[src/rtl/cp0_timer_intc.sv]
// CP0 timer/interrupt unit: prescaled COUNT, NUM_TIMERS sticky COMPARE channels, SW/EXT lines,
// priority encode and req/ack/eret delivery. Define CP0_INTC_SYNC_EN to double-flop ext_int.
module cp0_timer_intc #(
  parameter int NUM_TIMERS = 2,
  parameter int NUM_EXT    = 6,
  parameter int NUM_SW     = 2,
  parameter int CNT_W      = 32,
  parameter int DIV        = 2,
  localparam int IP_W      = NUM_SW + NUM_EXT + NUM_TIMERS,
  localparam int CODE_W    = (IP_W > 1) ? $clog2(IP_W) : 1
) (
  input  logic              clk,
  input  logic              reset,
  input  logic              we,
  input  logic [2:0]        wa,
  input  logic [CNT_W-1:0]  wd,
  input  logic [2:0]        ra,
  output logic [CNT_W-1:0]  rd,
  input  logic [NUM_EXT-1:0] ext_int,
  output logic              int_req,
  output logic [CODE_W-1:0] int_code,
  input  logic              int_ack,
  input  logic              eret,
  output logic [IP_W-1:0]   pending,
  output logic [1:0]        dbg_state_o
);

  localparam int PS_W   = (DIV > 1) ? $clog2(DIV) : 1;
  localparam int TMR_LO = NUM_SW + NUM_EXT;
  localparam int SW_W   = (NUM_SW > 0) ? NUM_SW : 1;

  typedef enum logic [1:0] {IDLE = 2'd0, REQ = 2'd1, SERVICE = 2'd2} state_t;

  logic [CNT_W-1:0]      count_q;
  logic [PS_W-1:0]       ps_q;
  logic [CNT_W-1:0]      cmp_q [NUM_TIMERS];
  logic [NUM_TIMERS-1:0] tpend_q;
  logic [SW_W-1:0]       sw_q;
  logic                  ie_q;
  logic [IP_W-1:0]       im_q;
  state_t                state_q;
  logic                  int_req_q;
  logic [CODE_W-1:0]     int_code_q;

  logic [NUM_EXT-1:0]    ext_lvl;
  logic [IP_W-1:0]       pending_w;
  logic [IP_W-1:0]       eligible;
  logic [CODE_W-1:0]     win_code;
  logic                  tick;
  logic                  wr_count, wr_status, wr_cause;

  assign tick      = (ps_q == PS_W'(DIV - 1));
  assign wr_count  = we && (wa == 3'd0);
  assign wr_status = we && (wa == 3'd1);
  assign wr_cause  = we && (wa == 3'd2);

`ifdef CP0_INTC_SYNC_EN
  logic [NUM_EXT-1:0] ext_s1_q, ext_s2_q;
  always_ff @(posedge clk or negedge reset) begin
    if (!reset) begin
      ext_s1_q <= '0;
      ext_s2_q <= '0;
    end else begin
      ext_s1_q <= ext_int;
      ext_s2_q <= ext_s1_q;
    end
  end
  assign ext_lvl = ext_s2_q;
`else
  assign ext_lvl = ext_int;
`endif

  // A COUNT write restarts the prescaler so the next increment is a full DIV away.
  always_ff @(posedge clk or negedge reset) begin
    if (!reset) begin
      count_q <= '0;
      ps_q    <= '0;
    end else if (wr_count) begin
      count_q <= wd;
      ps_q    <= '0;
    end else if (tick) begin
      count_q <= count_q + CNT_W'(1);
      ps_q    <= '0;
    end else begin
      ps_q    <= ps_q + PS_W'(1);
    end
  end

  // Writing COMPARE[i] clears its pending bit even when a match occurs that same cycle.
  always_ff @(posedge clk or negedge reset) begin
    if (!reset) begin
      for (int i = 0; i < NUM_TIMERS; i++) cmp_q[i] <= '1;
      tpend_q <= '0;
    end else begin
      for (int i = 0; i < NUM_TIMERS; i++) begin
        if (we && (wa == 3'(4 + i))) begin
          cmp_q[i]   <= wd;
          tpend_q[i] <= 1'b0;
        end else if (count_q == cmp_q[i]) begin
          tpend_q[i] <= 1'b1;
        end
      end
    end
  end

  always_ff @(posedge clk or negedge reset) begin
    if (!reset) begin
      sw_q <= '0;
      ie_q <= 1'b0;
      im_q <= '0;
    end else begin
      if (wr_cause) begin
        for (int i = 0; i < NUM_SW; i++) sw_q[i] <= wd[8 + i];
      end
      if (wr_status) begin
        ie_q <= wd[0];
        im_q <= wd[IP_W+7:8];
      end
    end
  end

  always_comb begin
    pending_w = '0;
    for (int i = 0; i < NUM_SW; i++) pending_w[i] = sw_q[i];
    pending_w[NUM_SW +: NUM_EXT]    = ext_lvl;
    pending_w[TMR_LO +: NUM_TIMERS] = tpend_q;
  end

  assign eligible = ie_q ? (pending_w & im_q) : '0;

  // Later (higher) indices overwrite earlier ones, so the highest set bit wins.
  always_comb begin
    win_code = '0;
    for (int i = 0; i < IP_W; i++) begin
      if (eligible[i]) win_code = CODE_W'(i);
    end
  end

  always_ff @(posedge clk or negedge reset) begin
    if (!reset) begin
      state_q    <= IDLE;
      int_req_q  <= 1'b0;
      int_code_q <= '0;
    end else begin
      case (state_q)
        IDLE: begin
          if (|eligible) begin
            state_q    <= REQ;
            int_req_q  <= 1'b1;
            int_code_q <= win_code;
          end
        end
        REQ: begin
          if (int_ack) begin
            state_q   <= SERVICE;
            int_req_q <= 1'b0;
          end else if (~|eligible) begin
            state_q   <= IDLE;
            int_req_q <= 1'b0;
          end
        end
        SERVICE: begin
          if (eret) state_q <= IDLE;
        end
        default: begin
          state_q   <= IDLE;
          int_req_q <= 1'b0;
        end
      endcase
    end
  end

  always_comb begin
    rd = '0;
    case (ra)
      3'd0: rd = count_q;
      3'd1: begin
        rd[0]         = ie_q;
        rd[IP_W+7:8]  = im_q;
      end
      3'd2: rd[IP_W+7:8] = pending_w;
      default: begin
        for (int i = 0; i < NUM_TIMERS; i++) begin
          if (ra == 3'(4 + i)) rd = cmp_q[i];
        end
      end
    endcase
  end

  assign int_req     = int_req_q;
  assign int_code    = int_code_q;
  assign pending     = pending_w;
  assign dbg_state_o = state_q;

endmodule

[config.mk]
export PLATFORM = sky130hd
export DESIGN_NAME = cp0_timer_intc
export DESIGN_NICKNAME = d
export VERILOG_FILES = /design/src/rtl/cp0_timer_intc.sv
export SDC_FILE = /design/constraint.sdc
export NUM_CORES = 1
export LEC_CHECK = 0
export BUFFER_PORTS_ARGS = -buffer_cell sky130_fd_sc_hd__buf_2
export CAP_MARGIN = 15
export CORE_MARGIN = 2
export CORE_UTILIZATION = 39
export DETAILED_ROUTE_END_ITERATION = 16
export SLEW_MARGIN = 10
export SYNTH_ARGS = -nofsm -noshare
export SYNTH_HDL_FRONTEND = slang
export SYNTH_SLANG_ARGS = --single-unit
export TNS_END_PERCENT = 100
[constraint.sdc]
create_clock -name clk -period 2 [get_ports clk]
set_input_delay 0.4 -clock clk [delete_from_list [all_inputs] [get_ports clk]]
set_output_delay 0.4 -clock clk [all_outputs]
set_load 0.02 [all_outputs]
==> results of run 1 <==
cell type report:
class	instances	area [sq um]	share of cell area [%]
Multi-Input combinational cell	458	3700	42.4
Sequential cell	119	3070	35.2
Timing Repair Buffer	155	1070	12.3
Clock buffer	22	464	5.32
Tap cell	229	287	3.28
Clock inverter	10	80.1	0.918
Inverter	14	52.6	0.602
how the worst min path moves through the flow:
stage / start / endpoint / cells after the start / slack (ns)
2_1_floorplan: reset / count_q[0]$_DFFE_PN0N_ / 0 / 0.10
3_3_place_gp: reset / dbg_state_o[0]$_DFFE_PN0P_ / 1 / 0.41
3_5_place_dp: reset / dbg_state_o[0]$_DFFE_PN0P_ / 1 / 0.41
4_1_cts: eret / dbg_state_o[1]$_DFFE_PN0P_ / 2 / 0.14
5_1_grt: eret / dbg_state_o[1]$_DFFE_PN0P_ / 2 / 0.16
6_report: eret / dbg_state_o[1]$_DFFE_PN0P_ / 2 / 0.16
logic make-up (layout without fill, tap and decap cells):
group                      Yosys count  in the layout  synth area share [%]
muxes                              111            111                  19.3
buffers and inverters               77            201                  5.42
xor gates and xnor gates            95             95                  11.7
and+or+nand+nor                    167            167                  12.5
AOI/OAI and AO/OA                   84             84                  7.93
adders and majority gates            1              1                 0.176
DFF                                119            119                  43.0
placed cells by master (no fill, tap or decap), types with 19 or more instances in the layout:
cell | synthesis | routed
dfrtp_1 | 55 | 44
o21ai_0 | 39 | 33
nor2_1 | 31 | 30
a22oi_1 | 23 | 22
buf_2 | 27 | 88
nand3_1 | 19 | 19
dfstp_2 | 64 | 64
nand4_1 | 27 | 27
nand2_1 | 49 | 49
mux2_2 | 98 | 98
buf_4 | 14 | 54
xor2_1 | 57 | 57
xnor2_1 | 38 | 38
Yosys cell counts (2+ instances only):
cell and n:
nand3_1 19, nor4_1 10, nor3_1 2, o21ai_0 39
o21ai_1 4, dfstp_2 64, xor2_1 57, mux4_2 11
mux2_2 98, xnor2_1 38, dfrtp_1 55, a32o_1 2
nand2_1 49, o31ai_1 3, nand4_1 27, and4_1 4
nor3b_1 2, clkbuf_2 2, nor3_2 2, buf_2 27
nand2b_1 3, and3_1 7, buf_4 14, clkbuf_1 19
inv_1 14, a21oi_1 4, a22oi_1 23, and2_1 2
nor2_1 31
layer usage:
| metal | part of all wire [%] | global-route usage (%) |
|---|---|---|
| met4 | 1.2 | 6.49 |
| met1 | 46 | 29.2 |
| met5 | 0 | 0 |
| met3 | 5.8 | 4.97 |
| met2 | 47 | 33.3 |
sequential cells by signal (all words and copies together) (netlist names):
name	cells
cmp_q	64
count_q	32
im_q	10
int_code	4
dbg_state_o	2
sw_q	2
tpend_q	2
ie_q	1
int_req	1
ps_q	1
power by group through the flow:
stage | Combinational, mW | Sequential [mW] | Clock (mW)
floorplan | 2.21 | 3.66 | 0
global placement | 2.83 | 3.97 | 0
detailed placement | 2.87 | 4.02 | 0
CTS | 3.17 | 3.90 | 2.89
global route | 3.46 | 3.99 | 2.99
finish | 3.22 | 3.90 | 2.83
per-stage QoR:
stage                     setup slack (ns)  hold WS, ns  TNS (ns)
after floorplan                     0.0200        0.104         0
after global placement              0.0463        0.408         0
after detailed placement            0.0479        0.413         0
after CTS                          -0.0677        0.141    -0.134
after global routing               -0.0907        0.156    -0.621
final                              -0.0465        0.157   -0.0711
timing repair:
item	CTS	global route
cloned	0	0
hold buffers	1	0
hold endpoints to repair	21	0
pin swaps	0	1
endpoints found under the setup margin	11	17
gates resized for setup	20	13
setup buffers	21	4
worst reg2reg max path, stage by stage, from the launching register on:
cell and delay, ns:
dfrtp_1 0.36, buf_4 0.12, ha_1 0.18, nand3_1 0.21
nor4_4 0.32, buf_4 0.19, nand4_1 0.11, xor2_1 0.17
o21ai_0 0.14
==> out/qor.yml, run 1 <==
outcome: "complete, but fails checks"
violations: "setup timing"
cp-end-kind: "output pin"
final_area_sq_mm: 0.00872
yosys_warnings: 0
slew_viol_final: 0
synth_top_cell_by_area: "dfstp_2"
antenna_found_initial: 0
vias_per_cell: 5.42
final_hold_viol_count: 0
netlist_top_cells_area: "dfstp_2 (24%), dfrtp_1 (19%), mux2_2 (16%)"
syn_inst: 654
ys_seq_elements: 119
die_y_um: 139
setup_ws_ns: -0.0465
total_power_mw: 9.95
r2r-start: "count_q[0]$_DFFE_PN0N_"
worstPathRequired_ns: 1.60
gp_congestion: 0.933
power_frac_seq_pct: 39.3
cp_num_buf_inv: 2
htreeDepth: 4
io_pins: 98
synth_top_flop_cell: "dfstp_2"
numCtsBuffers: 17
drc: 0
yosysSeqAreaShare_pct: 43.0
r2r_cells: 8
worst_path_largest_cell_delay_ns: 0.44
path_cells: "buf_6 > mux4_2 > nor2b_4 > buf_6"
wirelength_um: 20000
cp.depth: 4
grt_max_degree: 45
cts.sinks: 119
max_freq_ghz: 0.489
worstSetupStartpointType: "flop"
yosysTopAreaCellShare_pct: 23.6
ctsRootBufferMaster: "clkbuf_16"
vias: 5454
placed_cell_area_sq_mm: 0.00792
grt_pass1_wl_um: 31800
syn-num-nets: 704
initial_core_util_pct: 39.7
dieArea_sq_mm: 0.0193
ir_worst_vdd_mv: 0.743
drt_pre_antenna_iters: 4
coreArea_sq_mm: 0.0179
critPathTopFamily: "multiplexers"
yosysUniqueCellTypes: 51
wl_per_cell_um: 19.8
finalClockSkew_ns: 0.00815
cts_tree: "built"
setup_viol: 3
cts.reportedPaths.clkPinSlew_ns: 0.05
hp-class: "in2reg"
cts_buffer_depth: 2
dp.cells: 949
tightest_slew_ns: 0.544
power_leakage_nw: 3.63
dp_hpwl_um: 14500
rsz0062_at_grt: "true"
fin_util_pct: 48.7
p_int_mw: 6.56
avgSynthCellArea_sq_um: 10.9
crit_start: "count_q[0]$_DFFE_PN0N_"
drtAntennaViolNets: 0
critPathCapture: "rd[0]"
port_buffers: 97
num-fill-cells: 1660
crit_top_cell: "buf_6"
critPathArrivalTime_ns: 1.65
p_sw_share_pct: 34.0
std_cell_rows: 49
grt.total_usage_pct: 21.2
synth_area_sq_mm: 0.00711
synth-edff-count: 0
area_growth_pct: 22.6
power_density_mw_per_mm2: 1140
clock_latency_ns: 0.42
antenna_cells: 0
first_iter_violations: 352
grt_pass1_vias: 5571
power_frac_comb_pct: 32.3
fin_crit_ns: 2.05
cap_violations: 0
slew_headroom_pct: 63.7
r2r_slack_ns: 0.12
switching_power_mw: 3.38
crit_path_top_delay_cell: "mux4_2"
clkPwrFrac_pct: 28.4
path_max_fanout: 2
period_share_pct: 102
postSynth.asyncResetShare_pct: 100
grt_overflow_total: 0
crit_type: "reg2out"
fin_cells: 1007
nets: 815
drive_gt1_share_pct: 50.3
reg2reg_to: "count_q[22]$_DFFE_PN0N_"
die_w_um: 139
Power figures use the tool's default switching activity.
==> run 2, diff against run 1 <==
Clock period 2 ns to 1.8 ns, I/O delays scaled along.
==> run 2 against run 1 <==
The run still ends with setup timing left. Total power grew 21%. Clock skew is essentially flat. Die area is the same. Global-route usage grew 0.89 points. Core utilization grew 6.1 points. First-iteration DRC count shrank 0.57%. Combinational power grew 41%. Non-clock buffer count grew 65. Critical path depth is the same. Via count grew 6.6%. Critical path type unchanged. Largest cell class unchanged.
==> out/qor.yml, run 2 (synthesis gave the netlist of run 1 again) <==
slew_headroom_pct: 60.9  # -2.8 points
hp-class: "in2reg"
power_density_mw_per_mm2: 1230  # +7.8%
antenna_found_initial: 0  # unchanged
critPathArrivalTime_ns: 1.68  # +0.03 ns
coreArea_sq_mm: 0.0179  # unchanged
drtAntennaViolNets: 0  # unchanged
path_cells: "buf_6 > mux4_2 > nor2b_4 > buf_6"
setup_viol: 17  # +14
worst_path_largest_cell_delay_ns: 0.45  # about the same
htreeDepth: 4  # unchanged
crit_type: "reg2out"
period_share_pct: 114
grt_overflow_total: 0  # unchanged
setup_ws_ns: -0.244  # -0.197 ns
mostFrequentLayoutCell: "buf_4"
initial_core_util_pct: 39.7  # unchanged
die_w_um: 139  # unchanged
largest-register: "cmp_q"
grt_pass1_wl_um: 32900  # +3.5%
rsz0062_at_grt: "true"
worstSetupStartpointType: "flop"
fin_worst_hold_slack_ns: 0.118  # -0.0392 ns
finalClockSkew_ns: 0.00779  # -0.000357 ns
max_freq_ghz: 0.489
final_hold_viol_count: 0  # unchanged
cts_buffer_depth: 2  # unchanged
largest_reg_flops: 64  # unchanged
grt.total_usage_pct: 22.1  # +0.89 points
io_pins: 98  # unchanged
cap_violations: 0  # unchanged
r2r_slack_ns: -0.08  # -0.20 ns
clkPwrFrac_pct: 26.8  # -1.6 points
ir_worst_vdd_mv: 1.05  # +41%
wl_per_cell_um: 19.9  # +0.45%
vias_per_cell: 5.43  # +0.20%
clock_latency_ns: 0.42  # about the same
power_leakage_nw: 4.12  # +13%
num-fill-cells: 1549  # -6.7%
cp.depth: 4  # unchanged
slew_viol_final: 0  # unchanged
path_max_fanout: 2  # unchanged
dp_hpwl_um: 14600  # +0.99%
die_y_um: 139  # unchanged
tightest_slew_ns: 0.586  # +0.0423 ns
dieArea_sq_mm: 0.0193  # unchanged
reg.largest.list: "cmp_q: 64 flops, count_q: 32 flops, im_q: 10 flops"
port_buffers: 97  # unchanged
power_frac_seq_pct: 35.6  # -3.7 points
cts.reportedPaths.clkPinSlew_ns: 0.05  # about the same
violations: "setup timing"
drive_gt1_share_pct: 60.8  # +11 points
mostFrequentLayoutCells: "buf_4 (109), mux2_2 (80), dfstp_2 (64)"
power_frac_comb_pct: 37.5  # +5.2 points
outcome: "complete, but fails checks"
wirelength_um: 21300  # +6.8%
switching_power_mw: 4.03  # +19%
numCtsBuffers: 17  # unchanged
nets: 880  # +8.0%
drt_pre_antenna_iters: 7  # +3
std_cell_rows: 49  # unchanged
p_int_mw: 8.03  # +22%
area_growth_pct: 37.9
crit_path_top_delay_cell: "mux4_2"
cts_tree: "built"
ctsRootBufferMaster: "clkbuf_16"
fin_setup_tns_ns: -2.00  # -1.93 ns
gp_congestion: 0.859  # -7.9%
first_iter_violations: 350  # -0.57%
grt_pass1_vias: 5937  # +6.6%
critPathTopFamily: "multiplexers"
drc: 0  # unchanged
worstPathRequired_ns: 1.44  # -0.16 ns
crit_top_cell: "buf_6"
r2r_cells: 8  # unchanged
min_path_cells: 2  # unchanged
p_sw_share_pct: 33.4  # -0.58 points
cp_num_buf_inv: 2  # unchanged
fin_crit_ns: 2.04
cts.sinks: 119  # unchanged
antenna_cells: 0  # unchanged
cp-end-kind: "output pin"
vias: 5812  # +6.6%
grt_max_degree: 49  # +8.9%
==> run 2: power groups by stage <==
| stage | combinational, mW | sequential [mW] | clock (mW) |
|---|---|---|---|
| after floorplan | 2.49 | 4.07 | 0 |
| after global placement | 3.28 | 4.40 | 0 |
| after detailed placement | 3.32 | 4.46 | 0 |
| after CTS | 4.12 | 4.27 | 3.28 |
| after global routing | 4.84 | 4.39 | 3.43 |
| final | 4.53 | 4.30 | 3.24 |
==> run 2: final timing paths <==
| kind | to | from |
|---|---|---|
| max | rd[0] | count_q[0]$_DFFE_PN0N_ |
| min | dbg_state_o[1]$_DFFE_PN0P_ | eret |
| max reg2reg | count_q[30]$_DFFE_PN0N_ | count_q[0]$_DFFE_PN0N_ |
| min reg2reg | int_code[0]$_DFFE_PN0P_ | int_code[0]$_DFFE_PN0P_ |
| max in group asynchronous | cmp_q[24]$_DFFE_PN1P_ | reset |
| min in group asynchronous | dbg_state_o[0]$_DFFE_PN0P_ | reset |
==> run 2: per-stage QoR <==
step | instance area, sq um | setup slack (ns) | utilization, % | instances | power, mW
floorplan | 7180 | 0.00224 | - | 654 | 6.56
global placement | 8130 | -0.171 | 45.4 | 967 | 7.68
detailed placement | 8130 | -0.188 | 45.4 | 967 | 7.78
CTS | 9380 | -0.254 | 52.4 | 1050 | 11.7
global route | 9810 | -0.291 | 54.8 | 1071 | 12.7
finish | 9810 | -0.244 | 54.8 | 1071 | 12.1
==> run 2: routing by layer <==
layer / up-vias / global-route usage, % / part of all wire [%]
met2: 197 / 35.4 / 48
met5: - / 0 / 0
met3: 33 / 6.35 / 6.1
met1: 2916 / 28.8 / 44
met4: 0 / 7.34 / 2.1
li1: 2666 / - / -
==> run 2: layout make-up <==
type                    count  area (sq um)  share of cell area [%]
inverters                  14          52.6                   0.536
repair buffers            220          1790                    18.2
multi-input cells         458          4060                    41.4
flip-flops and latches    119          3070                    31.3
clock buffers              27           483                    4.92
well taps                 229           287                    2.92
clock inverters             4          70.1                   0.714
==> run 2: what timing repair did <==
item	4_1_cts	5_1_grt
setup buffers	49	22
pin swaps	9	27
hold buffers	1	0
endpoints found under the hold margin	21	0
gates resized for setup	88	81
setup endpoints to repair	36	55
cloned	2	0
==> run 3, diff against run 2 <==
==> constraint.sdc (replaced) <==
create_clock -name clk -period 1.8 [get_ports clk]
set_input_delay 0.09 -clock clk [delete_from_list [all_inputs] [get_ports clk]]
set_output_delay 0.09 -clock clk [all_outputs]
set_load 0.02 [all_outputs]
==> run 3 against run 2 <==
The run now ends clean. Die area is the same. Wire length shrank 2.8%. Global-route usage shrank 0.12 points.
==> out/qor.yml, run 3 (synthesis gave the netlist of run 1 again) <==
outcome: "finished, final reports clean"
io_pins: 98  # unchanged
final_hold_viol_count: 0  # unchanged
multi_input_area_sq_mm: 0.00374  # -7.8%
vias_per_cell: 5.46  # +0.58%
drtAntennaViolNets: 0  # unchanged
numCtsBuffers: 17  # unchanged
num-fill-cells: 1606  # +3.7%
drc: 0  # unchanged
nets: 849  # -3.5%
critPathArrivalTime_ns: 1.69  # about the same
coreArea_sq_mm: 0.0179  # unchanged
cts.sinks: 119  # unchanged
fin_cells: 1041  # -2.8%
tightest_slew_ns: 0.714  # +0.127 ns
clock_latency_ns: 0.43  # about the same
wl_per_cell_um: 19.9  # about the same
gp_congestion: 0.917  # +6.8%
period_share_pct: 98.8  # -15 points
max_freq_ghz: 0.562  # +15%
grt.total_usage_pct: 21.9  # -0.12 points
vias: 5682  # -2.2%
cp-end-kind: "output pin"
cap_violations: 0  # unchanged
wirelength_um: 20700  # -2.8%
antenna_found_initial: 0  # unchanged
post-place-ws_ns: 0.0617  # +0.250 ns
drive_gt1_share_pct: 48.8  # -12 points
total_power_mw: 11.7  # -3.0%
finalClockSkew_ns: 0.0123  # +0.00453 ns
crit_type: "reg2out"
dieArea_sq_mm: 0.0193  # unchanged
path_max_fanout: 2  # unchanged
ir_worst_vdd_mv: 0.753  # -28%
grt_pass1_wl_um: 32800  # -0.36%
cts_buffer_depth: 2  # unchanged
slew_viol_final: 0  # unchanged
port_buffers: 97  # unchanged
antenna_cells: 0  # unchanged
reg.largest.list: "cmp_q: 64 flops, count_q: 32 flops, im_q: 10 flops"
fin_crit_ns: 1.78  # -0.266 ns
initial_core_util_pct: 39.7  # unchanged
grt_overflow_total: 0  # unchanged
dp_hpwl_um: 14600  # -0.48%
cts_tree: "built"
setup_viol: 0  # -17
setup_ws_ns: 0.0219  # +0.266 ns
largest_reg_flops: 64  # unchanged
hp-class: "in2reg"
r2r_slack_ns: 0.03  # +0.11 ns
cts.reportedPaths.clkPinSlew_ns: 0.05  # about the same
slew_headroom_pct: 52.4  # -8.5 points
fin_util_pct: 51.2  # -3.6 points
worstSetupStartpointType: "flop"
grt_max_degree: 41  # -16%
die_y_um: 139  # unchanged
fin_worst_hold_slack_ns: 0.186  # +0.0680 ns
htreeDepth: 4  # unchanged
ctsRootBufferMaster: "clkbuf_16"
power_leakage_nw: 3.82  # -7.3%
rsz0062_at_grt: "true"
die_w_um: 139  # unchanged
largest-register: "cmp_q"
dp.cells: 960  # -0.72%
mostFrequentLayoutCells: "mux2_2 (98), buf_2 (92), dfstp_2 (64)"
drt_pre_antenna_iters: 5  # -2
std_cell_rows: 49  # unchanged
mostFrequentLayoutCell: "mux2_2"
area_growth_pct: 28.8
power_density_mw_per_mm2: 1280  # +3.9%
grt_pass1_vias: 5757  # -3.0%
worstPathRequired_ns: 1.71  # +0.27 ns
seq_area_sq_mm: 0.00307  # unchanged
first_iter_violations: 451  # +29%
-- run 3: cell count changes in the layout (fill, tap and decap cells not counted), moves of 5 or more --
cell | before | now
buf_4 | 109 | 50
dlygate4sd3_1 | 1 | 36
buf_2 | 63 | 92
buf_6 | 34 | 5
nor2_1 | 6 | 29
a22oi_1 | 2 | 23
a22oi_2 | 22 | 1
nor2_2 | 23 | 3
mux2_2 | 80 | 98
mux2_4 | 19 | 1
o21ai_1 | 22 | 8
o21ai_0 | 21 | 33
buf_12 | 11 | 6
clkbuf_1 | 8 | 3
-- run 3: where the power goes --
| group | leakage (nW) | internal (mW) | switching [mW] |
|---|---|---|---|
| Sequential | 1.33 | 3.59 | 0.808 |
| Clock | 0.310 | 2.46 | 1.20 |
| Combinational | 2.17 | 1.80 | 1.85 |
-- run 3: critical path: stages (launching register included) --
cell and delay [ns]:
dfrtp_1 0.40, buf_6 0.13, mux4_2 0.47, nor2b_4 0.14, buf_6 0.12
-- run 3: metal layers --
metal	track usage [%]	vias up	wire length [um]
met2	34.2	218	9700
li1	-	2598	-
met3	5.11	37	1370
met4	7.92	0	474
met5	0	-	0
met1	30.0	2829	9170
-- run 3: layout make-up --
class	instances	share of cell area [%]
multi-input cells	458	40.9
repair buffers	189	15.0
clock inverters	8	1.56
inverters	14	0.574
clock buffers	24	5.37
flip-flops and latches	119	33.5
well taps	229	3.13
-- run 3: path summary, 6_finish.rpt --
check	from	endpoint	cells after the start
min in group asynchronous	reset	im_q[2]$_DFFE_PN0P_	2
max in group asynchronous	reset	cmp_q[32]$_DFFE_PN1P_	3
setup / recovery	count_q[0]$_DFFE_PN0N_	rd[0]	4
hold reg to reg	int_code[3]$_DFFE_PN0P_	int_code[3]$_DFFE_PN0P_	2
hold / removal	wa[1]	count_q[29]$_DFFE_PN0N_	3
setup reg to reg	im_q[4]$_DFFE_PN0P_	int_req$_DFFE_PN0P_	6
-- run 3: timing repair --
| item | 4_1_cts | 5_1_grt |
|---|---|---|
| endpoints found under the setup margin | 5 | 28 |
| hold endpoints to repair | 129 | 0 |
| hold buffers | 36 | 0 |
| resized for setup | 10 | 32 |
| setup buffers | 5 | 9 |
| cloned | 0 | 0 |
| pin swaps | 0 | 4 |
-- run 3: stage by stage --
step / instance area [sq um] / TNS [ns]
5_1_grt: 9160 / -0.176
3_3_place_gp: 7960 / 0
6_report: 9160 / 0
2_1_floorplan: 7110 / 0
4_1_cts: 9000 / -0.00961
3_5_place_dp: 7960 / 0
